$ cat src/rtl/aes_ctr_pkg.sv
// Shared types and constants for the CTR block sequencer.
package aes_ctr_pkg;

  typedef enum logic [2:0] {
    ST_IDLE,
    ST_LOAD,
    ST_XFER,
    ST_WAIT,
    ST_UNLOAD
  } seq_state_e;

  localparam int unsigned WORD_CNT_W       = 2;
  localparam int unsigned WAIT_MAX_DEFAULT = 64;

  typedef logic [WORD_CNT_W-1:0] word_cnt_t;

  // Word idx of a 128-bit block; word 0 is bits [127:96].
  function automatic logic [31:0] get_word(logic [127:0] blk, word_cnt_t idx);
    logic [31:0] w;
    case (idx)
      2'd0:    w = blk[127:96];
      2'd1:    w = blk[95:64];
      2'd2:    w = blk[63:32];
      default: w = blk[31:0];
    endcase
    return w;
  endfunction

  // Return blk with word idx replaced by w.
  function automatic logic [127:0] put_word(logic [127:0] blk, word_cnt_t idx, logic [31:0] w);
    logic [127:0] r;
    r = blk;
    case (idx)
      2'd0:    r[127:96] = w;
      2'd1:    r[95:64]  = w;
      2'd2:    r[63:32]  = w;
      default: r[31:0]   = w;
    endcase
    return r;
  endfunction

endpackage

$ cat src/rtl/ctr_block_sequencer_if.sv
// Word stream, cipher-core and status signals of the CTR block sequencer.
interface ctr_block_sequencer_if;

  logic         in_valid;
  logic         in_ready;
  logic [31:0]  in_word;
  logic         core_start;
  logic [127:0] core_state;
  logic         core_done;
  logic [127:0] core_result;
  logic         out_valid;
  logic         out_ready;
  logic [31:0]  out_word;
  logic         busy;
  logic         err;

  // Environment side: feeds words, models the core, consumes words.
  modport master (
    output in_valid, in_word, core_done, core_result, out_ready,
    input  in_ready, core_start, core_state, out_valid, out_word, busy, err
  );

  // Sequencer side.
  modport slave (
    input  in_valid, in_word, core_done, core_result, out_ready,
    output in_ready, core_start, core_state, out_valid, out_word, busy, err
  );

endinterface

$ cat src/rtl/state_transpose.sv
// Byte-matrix transpose: output byte 4c+r = input byte 4r+c (byte 0 = [127:120]).
module state_transpose (
  input  logic [127:0] din,
  output logic [127:0] dout
);

  for (genvar r = 0; r < 4; r++) begin : g_row
    for (genvar c = 0; c < 4; c++) begin : g_col
      assign dout[127-8*(4*c+r) -: 8] = din[127-8*(4*r+c) -: 8];
    end
  end

endmodule

$ cat src/rtl/ctr_block_sequencer.sv
// Gathers four 32-bit words into a block, hands it to the cipher core in
// column-major order, waits (bounded) for the result and streams it back out.
module ctr_block_sequencer
  import aes_ctr_pkg::*;
#(
  parameter int unsigned WAIT_MAX = WAIT_MAX_DEFAULT
) (
  input logic                  clk,
  input logic                  rst_n,
  ctr_block_sequencer_if.slave bus
);

  localparam int unsigned WAIT_W = $clog2(WAIT_MAX + 1);
  typedef logic [WAIT_W-1:0] wait_cnt_t;
  localparam wait_cnt_t WAIT_LIMIT = WAIT_W'(WAIT_MAX);
  localparam word_cnt_t WORD_LAST  = '1;

  seq_state_e   state_q, state_n;
  word_cnt_t    in_cnt_q, in_cnt_n;
  word_cnt_t    out_cnt_q, out_cnt_n;
  wait_cnt_t    wait_cnt_q, wait_cnt_n;
  logic [127:0] blk_q, blk_n;
  logic [127:0] res_q, res_n;

  logic         in_ready_q, in_ready_n;
  logic         core_start_q, core_start_n;
  logic [127:0] core_state_q, core_state_n;
  logic         out_valid_q, out_valid_n;
  logic [31:0]  out_word_q, out_word_n;
  logic         busy_q, busy_n;
  logic         err_q, err_n;

  logic         in_hs, out_hs;
  logic [127:0] load_blk, load_t, res_t;

  assign in_hs  = bus.in_valid && in_ready_q;
  assign out_hs = out_valid_q && bus.out_ready;

  // Block as it will look once the word currently offered is stored; the
  // input transpose works on this so core_state is ready in the XFER cycle.
  assign load_blk = put_word(blk_q, in_cnt_q, bus.in_word);

  state_transpose u_in_transpose (
    .din  (load_blk),
    .dout (load_t)
  );

  state_transpose u_res_transpose (
    .din  (bus.core_result),
    .dout (res_t)
  );

  // Next-state, datapath and registered-output decode.
  always_comb begin
    state_n      = state_q;
    in_cnt_n     = in_cnt_q;
    out_cnt_n    = out_cnt_q;
    wait_cnt_n   = '0;
    blk_n        = blk_q;
    res_n        = res_q;
    core_state_n = core_state_q;
    out_word_n   = out_word_q;
    err_n        = err_q;

    unique case (state_q)
      ST_IDLE: begin
        in_cnt_n  = '0;
        out_cnt_n = '0;
        if (in_hs) begin
          blk_n    = load_blk;
          in_cnt_n = word_cnt_t'(1);
          state_n  = ST_LOAD;
        end
      end
      ST_LOAD: begin
        if (in_hs) begin
          blk_n    = load_blk;
          in_cnt_n = in_cnt_q + 1'b1;
          if (in_cnt_q == WORD_LAST) begin
            core_state_n = load_t;
            state_n      = ST_XFER;
          end
        end
      end
      ST_XFER: begin
        state_n = ST_WAIT;
      end
      ST_WAIT: begin
        wait_cnt_n = (wait_cnt_q == WAIT_LIMIT) ? wait_cnt_q : wait_cnt_q + 1'b1;
        if (bus.core_done) begin
          res_n      = res_t;
          out_word_n = get_word(res_t, '0);
          state_n    = ST_UNLOAD;
        end else if (wait_cnt_n == WAIT_LIMIT) begin
          err_n   = 1'b1;
          state_n = ST_IDLE;
        end
      end
      ST_UNLOAD: begin
        if (out_hs) begin
          out_cnt_n = out_cnt_q + 1'b1;
          if (out_cnt_q == WORD_LAST) begin
            state_n = ST_IDLE;
          end else begin
            out_word_n = get_word(res_q, out_cnt_q + 1'b1);
          end
        end
      end
      default: begin
        state_n = ST_IDLE;
      end
    endcase

    in_ready_n   = (state_n == ST_IDLE) || (state_n == ST_LOAD);
    core_start_n = (state_n == ST_XFER);
    out_valid_n  = (state_n == ST_UNLOAD);
    busy_n       = (state_n != ST_IDLE);
  end

  // State, counters, datapath and output registers.
  always_ff @(posedge clk or negedge rst_n) begin
    if (!rst_n) begin
      state_q      <= ST_IDLE;
      in_cnt_q     <= '0;
      out_cnt_q    <= '0;
      wait_cnt_q   <= '0;
      blk_q        <= '0;
      res_q        <= '0;
      in_ready_q   <= 1'b0;
      core_start_q <= 1'b0;
      core_state_q <= '0;
      out_valid_q  <= 1'b0;
      out_word_q   <= '0;
      busy_q       <= 1'b0;
      err_q        <= 1'b0;
    end else begin
      state_q      <= state_n;
      in_cnt_q     <= in_cnt_n;
      out_cnt_q    <= out_cnt_n;
      wait_cnt_q   <= wait_cnt_n;
      blk_q        <= blk_n;
      res_q        <= res_n;
      in_ready_q   <= in_ready_n;
      core_start_q <= core_start_n;
      core_state_q <= core_state_n;
      out_valid_q  <= out_valid_n;
      out_word_q   <= out_word_n;
      busy_q       <= busy_n;
      err_q        <= err_n;
    end
  end

  assign bus.in_ready   = in_ready_q;
  assign bus.core_start = core_start_q;
  assign bus.core_state = core_state_q;
  assign bus.out_valid  = out_valid_q;
  assign bus.out_word   = out_word_q;
  assign bus.busy       = busy_q;
  assign bus.err        = err_q;

endmodule

$ cat src/flat_wrapper.sv
// flat-port wrapper written by rule: the top's interface ports become plain ports
module ctr_block_sequencer_flat import aes_ctr_pkg::*;
#(
  parameter int unsigned WAIT_MAX = WAIT_MAX_DEFAULT
)
  (clk, rst_n, bus_in_valid, bus_in_word, bus_core_done, bus_core_result, bus_out_ready, bus_in_ready, bus_core_start, bus_core_state, bus_out_valid, bus_out_word, bus_busy, bus_err);
  ctr_block_sequencer_if bus_i ();
  input logic clk;
  input logic rst_n;
  input wire logic [$bits(bus_i.in_valid)-1:0] bus_in_valid;
  input wire logic [$bits(bus_i.in_word)-1:0] bus_in_word;
  input wire logic [$bits(bus_i.core_done)-1:0] bus_core_done;
  input wire logic [$bits(bus_i.core_result)-1:0] bus_core_result;
  input wire logic [$bits(bus_i.out_ready)-1:0] bus_out_ready;
  output wire logic [$bits(bus_i.in_ready)-1:0] bus_in_ready;
  output wire logic [$bits(bus_i.core_start)-1:0] bus_core_start;
  output wire logic [$bits(bus_i.core_state)-1:0] bus_core_state;
  output wire logic [$bits(bus_i.out_valid)-1:0] bus_out_valid;
  output wire logic [$bits(bus_i.out_word)-1:0] bus_out_word;
  output wire logic [$bits(bus_i.busy)-1:0] bus_busy;
  output wire logic [$bits(bus_i.err)-1:0] bus_err;
  assign bus_i.in_valid = bus_in_valid;
  assign bus_i.in_word = bus_in_word;
  assign bus_i.core_done = bus_core_done;
  assign bus_i.core_result = bus_core_result;
  assign bus_i.out_ready = bus_out_ready;
  assign bus_in_ready = bus_i.in_ready;
  assign bus_core_start = bus_i.core_start;
  assign bus_core_state = bus_i.core_state;
  assign bus_out_valid = bus_i.out_valid;
  assign bus_out_word = bus_i.out_word;
  assign bus_busy = bus_i.busy;
  assign bus_err = bus_i.err;
  ctr_block_sequencer #(.WAIT_MAX(WAIT_MAX)) u_core (.clk(clk), .rst_n(rst_n), .bus(bus_i));
endmodule
$ cat config.mk
export PLATFORM = sky130hd
export DESIGN_NAME = ctr_block_sequencer_flat
export DESIGN_NICKNAME = d
export VERILOG_FILES = /design/src/rtl/aes_ctr_pkg.sv /design/src/rtl/ctr_block_sequencer_if.sv /design/src/rtl/state_transpose.sv /design/src/rtl/ctr_block_sequencer.sv /design/src/flat_wrapper.sv
export SDC_FILE = /design/constraint.sdc
export NUM_CORES = 1
export LEC_CHECK = 0
export ABC_AREA = 1
export ABC_CLOCK_PERIOD_IN_PS = 3300
export CORE_MARGIN = 2
export CORE_UTILIZATION = 56
export CTS_CLUSTER_DIAMETER = 80
export DETAILED_ROUTE_END_ITERATION = 8
export GPL_ROUTABILITY_DRIVEN = 0
export PLACE_DENSITY_LB_ADDON = 0.1
export RECOVER_POWER = 50
export SETUP_SLACK_MARGIN = 0.3
export SYNTH_ARGS = -nofsm -noshare
export SYNTH_HDL_FRONTEND = slang
export SYNTH_SLANG_ARGS = --single-unit
$ cat constraint.sdc
create_clock -name clk -period 3.3 [get_ports clk]
set_clock_uncertainty 0.05 [all_clocks]
set_input_delay 0.495 -clock clk [delete_from_list [all_inputs] [get_ports clk]]
set_output_delay 0.495 -clock clk [all_outputs]
set_load 0.01 [all_outputs]
======== Word level (Yosys, flattened, before mapping) ========
Cells that the tools add are included.
Widths: inputs -> output; s select.
operators by class
  bitwise gates (word level) .............. 1
  add/sub/neg operators ................... 3
  mux-type cells .......................... 24
  reductions and logical operators ........ 20
  equality and inequality tests ........... 19
operator list
  kind                 number
  $mux 32              7
  $pmux 32 s3          1
  $pmux 32 s2          1
  $mux 3               7
  $pmux 3 s5           1
  $eq 7x7->1 const B   2
  $mux 7               2
  $eq 3x2->1 const B   3
  $eq 2x2->1 const B   4
  $pmux 2 s2           2
  $reduce_and 2->1     4
  $add 7x1->7 const B  1
  $eq 3x1->1 const B   2
  $eq 3x3->1 const B   2
  $logic_not 3->1      2
  $reduce_and 3->1     2
  $reduce_bool 2->1    3
  $add 2x1->2 const B  2
  $eq 2x1->1 const B   2
  $logic_not 2->1      2
  $mux 2               2
  $ne 2x1->1 const B   2
  $ne 2x2->1 const B   2
  $reduce_and 4->1     1
  other kinds (7)      8
word-level totals
  output and inout bits ................... 165
  register bits after elaboration ......... 435
  word-level logic and storage cells ...... 80

======== Longest topological paths before layout ========
  depth in word-level cells ............... 8
  mapped depth ............................ 12
  mapped depth without buffers ............ 12

======== Modules after synthesis ========
Synthesis repeated with hierarchy kept, for this count alone.
second synthesis, totals
  cells, all modules ...................... 2613
  area total of the unflattened synthesis .. 20986.4 um^2
modules (own cells, without submodules)
  module               sequential area each (um^2)  area each (um^2)  cells an instance  instances
  ctr_block_sequencer  10885.4                      19064.5           2357               1
  state_transpose      0.0                          960.9             128                2

======== Least setup slack after synthesis ========
OpenSTA, ideal clock, no wires.
  path type ............................... register to register
  start point ............................. reg u_core.out_cnt_q[0]
  end point ............................... reg u_core.out_word_q[12], in the netlist u_core.bus.out_word[12]
  stages on the path, launching flop included .. 10
  clock period less this slack ............ 1.634 ns
  buffers on the path ..................... 2
  arrival ................................. 1.507 ns
  setup slack ............................. 1.666 ns
  cells stage by stage .................... dfrtp_1 -> inv_1 -> ha_1 -> clkbuf_1 -> inv_1 -> clkbuf_1 -> nor2_1 -> nor2_1 -> a22oi_1 -> a21oi_1
between the ends
  cells in the longest elaborated chain, start to end .. 6
RTL lines
  element                             line                        text
  start: declaration                  ctr_block_sequencer.sv:20   word_cnt_t out_cnt_q, out_cnt_n;
  start signal: assignment            ctr_block_sequencer.sv:139  out_cnt_q <= out_cnt_n;
  $add 2x1->2                         ctr_block_sequencer.sv:105  out_word_n = get_word(res_q, out_cnt_q + 1'b1);
  $eq 2x2->1 (tied with other cells)  aes_ctr_pkg.sv:20           case (idx)
  $pmux 32 s3                         aes_ctr_pkg.sv:20
  $mux 32                             ctr_block_sequencer.sv:102  if (out_cnt_q == WORD_LAST) begin
  $mux 32                             ctr_block_sequencer.sv:100  if (out_hs) begin
  $pmux 32 s2                         ctr_block_sequencer.sv:65   unique case (state_q)
  end signal: assignment              ctr_block_sequencer.sv:147  out_word_q <= out_word_n;
  end: declaration                    ctr_block_sequencer.sv:29   logic [31:0] out_word_q, out_word_n;
Parallel ways exist; a longest one is shown, timed or not. The select of a mux whose other input is x is not followed.
A chain may end at the register's enable or synchronous reset.

======== Worst setup path in the final report ========
  start point ............................. reg u_core.state_q[2]
  end point ............................... reg u_core.res_q[43]
between the ends
  cells in the longest elaborated chain, start to end .. 2
RTL lines
  element                     line                        text
  start: declaration          ctr_block_sequencer.sv:18   seq_state_e state_q, state_n;
  start signal: assignment    ctr_block_sequencer.sv:137  state_q <= state_n;
  $eq 3x2->1                  ctr_block_sequencer.sv:65
  $reduce_and 2->1 (no line)  n/a
  end signal: assignment      ctr_block_sequencer.sv:142  res_q <= res_n;
  end: declaration            ctr_block_sequencer.sv:23   logic [127:0] res_q, res_n;
Every way passes these cells.

==> run_results.csv <==
group,metric,value,unit
synthesis,synthCells,2015,
cts,cts.clk_slew.worst_paths,0.06,ns
worst_setup_path,crit_fanout,31,
synthesis,synth_compound_area_share,10.9,%
synthesis,syn_area,0.0178,mm^2
timing,finalHoldViolCount,0,
place,dp_cells,2658,
layout,syn_to_final_growth,27.8,%
route,wire_per_inst,16.2,um
timing,finalMaxSlewViolations,32,
global_routing,grt_overflow,0,
timing,grt_setup_unrepaired,"no",
floorplan,initial_core_util,56.6,%
global_routing,antenna_found_initial,5,
floorplan,core,0.0315,mm^2
place,io_buffers,329,
route,drt-initial-drc-count,1016,
synthesis,syn_nets,2191,
synthesis,synth_mux_area_share,6.13,%
power_and_ir_drop,p_comb_share,36.1,%
timing,setup_viol,0,
timing,fin_tns_setup,0,ns
synthesis,syn_avg_cell_area,8.84,um^2
route,vias_per_cell,5.34,
power_and_ir_drop,pwr-share-clk,23.4,%
synthesis,ys_types,27,
layout,fillCellCount,2360,
power_and_ir_drop,swShare,33.9,%
synthesis,synth_seq_area_share,57.4,%
worst_setup_path,critPathLaunchType,"flip-flop",
synthesis,synth_simple_gate_area_share,18.0,%
power_and_ir_drop,vdd_drop_max,0.449,mV
floorplan,dieArea,0.0333,mm^2
synthesis,synthArstFlopShare,100,%
route,num_vias,14600,
worst_setup_path,end_kind,"flip-flop",
timing,max_slew.worst_pin.slew,1.59,ns
global_routing,grt_usage,27.1,%
cts,clock_sinks,409,
worst_setup_path,rrSetupSlack,0.64,ns
floorplan,dieWidth,182,um
power_and_ir_drop,sequentialPowerShare,40.5,%
cts,clk_latency,0.54,ns
global_routing,grt_pass1_wl,72.9,mm
route,postRouteAntennaNets,0,
floorplan,rows,65,
min_path,min_path_type,"flip-flop to flip-flop",
route,wl,44.4,mm
floorplan,boundaryPins,330,
layout,nets,2478,
global_routing,first_global_vias,14600,
power_and_ir_drop,power,20.3,mW
status,violations,"max-capacitance violations, max-slew violations",
power_and_ir_drop,leakage,11.0,nW
layout,finalNonFillerCells,2738,
synthesis,yosys_warnings,0,
layout,utilization,72.4,%
cts,clk_path_buf_depth,3,
status,outcome,"finished with violations",
global_routing,grt_start_max_net_pins,131,
synthesis,synthFlopType,"dfrtp_1",
synthesis,synthAdderAreaFrac,0.772,%
cts,cts.htree.levels,2,
worst_setup_path,worstPathArrival,3.02,ns
worst_setup_path,cp.required,3.66,ns
cts,cts_setup_buffers,0,
layout,drive_gt1_share,8.23,%
flow_run,max_cap_viol_count,1,
timing,period_minus_slack,2.66,ns
synthesis,ys_ff_latch,409,
synthesis,synthXorXnorAreaFrac,0.0491,%
cts,numCtsBuffers,43,
cts,cts_root_buffer,"clkbuf_16",
timing,timing.final.crit_share,80.6,%
power_and_ir_drop,switchingPower,6.90,mW
route,drc,0,
place,hpwl,29.1,mm
worst_setup_path,criticalPathCategory,"flip-flop to flip-flop",
timing,maxSlewHeadroom,-5.96,%
route,firstDrtPassIters,6,
cts,cts_tree,"built",
floorplan,die_h,182,um
synthesis,synth_top_family_by_area,"simple AND/OR/NAND/NOR gates",
power_and_ir_drop,p_int,13.4,mW
power_and_ir_drop,power.density,892,mW/mm^2
synthesis,synth_edf_count,0,
timing,fmax,376,MHz
-- logic make-up after synthesis --
kind of cell | Yosys count
muxes | 97
xor gates and xnor gates | 1
adders and majority gates | 11
AOI/OAI and AO/OA | 367
buffers and inverters | 295
and+or+nand+nor | 835
DFF | 409
-- layout make-up --
cell class,count,area (um^2),share of cell area (%)
antenna,4,10.0,0.0439
clock buffer,67,1300,5.70
clock inverter,8,90.1,0.395
inverter,177,667,2.93
multi-input combinational,1311,6410,28.2
sequential,409,10200,44.9
tap,402,503,2.21
timing repair buffer,360,3570,15.7
-- critical path: stages, from the launching register on --
cell	delay, ns
dfrtp_1	0.44
inv_1	0.12
nand4_1	0.28
clkbuf_1	1.19
mux2_2	0.45
-- stage by stage --
stage / hold WS [ns] / worst slack [ns] / instance area, um^2
2_1_floorplan: 0.149 / 1.67 / 17800
3_3_place_gp: 0.404 / 0.849 / 21500
3_5_place_dp: 0.411 / 0.804 / 21500
4_1_cts: 0.424 / 0.833 / 22900
5_1_grt: 0.443 / 0.487 / 22800
6_report: 0.422 / 0.640 / 22800
-- registers in the layout, indices dropped and copies added (netlist names) --
signal / flops
u_core.bus.out_valid: 1
u_core.blk_q: 102
u_core.res_q: 128
u_core.bus.err: 1
u_core.bus.busy: 1
u_core.bus.core_start: 1
u_core.wait_cnt_q: 7
u_core.bus.core_state: 128
u_core.out_cnt_q: 2
u_core.in_cnt_q: 2
u_core.bus.out_word: 32
u_core.bus.in_ready: 1
u_core.state_q: 3
-- placed cells by master (no fill, tap or decap), drive strengths merged --
cell and instances:
clkinv 7, o2111ai 1, a22o 1, mux2 97, buf 22, nand4 5, inv 176, diode 4
a21oi 67, o21ai 262, a22oi 32, dlygate4sd3 1, nor2 115, xor2 1, o21bai 3, ha 11
clkbuf 76, nand2 673, nor3 2, nand3 40, clkdlybuf4s50 328, dfrtp 409, bufinv 2, a211oi 1
-- power groups by stage --
stage	combinational, mW	clock, mW	sequential (mW)
after floorplan	3.88	0	8.43
after global placement	7.06	0	8.22
after detailed placement	7.36	0	8.29
after CTS	7.42	4.86	8.23
after global routing	8.24	5.08	8.45
final	7.34	4.76	8.23
-- synthesized netlist by cell type, types with 2 or more instances --
master / instances / area share [%]
nand2_1: 672 / 14
dfrtp_1: 409 / 57
o21ai_0: 259 / 7.3
inv_1: 173 / 3.6
nor2_1: 114 / 2.4
mux2_2: 97 / 6.1
a21oi_1: 67 / 1.9
clkbuf_1: 60 / 1.3
buf_2: 55 / 1.5
nand3_1: 40 / 1.1
a22oi_1: 32 / 1.3
ha_1: 11 / 0.77
inv_2: 4 / 0.084
nand4_1: 4 / 0.14
buf_4: 3 / 0.13
o21bai_1: 3 / 0.13
o21ai_1: 2 / 0.056
-- final timing paths --
kind	startpoint	to	depth (start not counted)
worst max-delay path	u_core.state_q[2]	u_core.res_q[43]	4
worst min-delay path	u_core.bus.core_state[15]	u_core.bus.core_state[15]	2
worst max register to register	u_core.state_q[2]	u_core.res_q[43]	4
worst min register to register	u_core.bus.core_state[15]	u_core.bus.core_state[15]	2
max in group asynchronous	rst_n	u_core.blk_q[59]	3
min in group asynchronous	rst_n	u_core.blk_q[85]	2
-- metal layers --
layer / GRT usage [%] / part of all wire (%) / routed length (um)
met1: 34.0 / 40 / 17800
met2: 45.2 / 48 / 21500
met3: 7.52 / 8.1 / 3620
met4: 9.65 / 3.2 / 1420
met5: 0 / 0.054 / 24
-- repair_timing --
item | 4_1_cts | 5_1_grt
hold endpoints to repair | 77 | 0
hold buffers | 1 | 0
gates resized for setup | 0 | 0
Note: power is estimated with default switching activity, not from simulation.
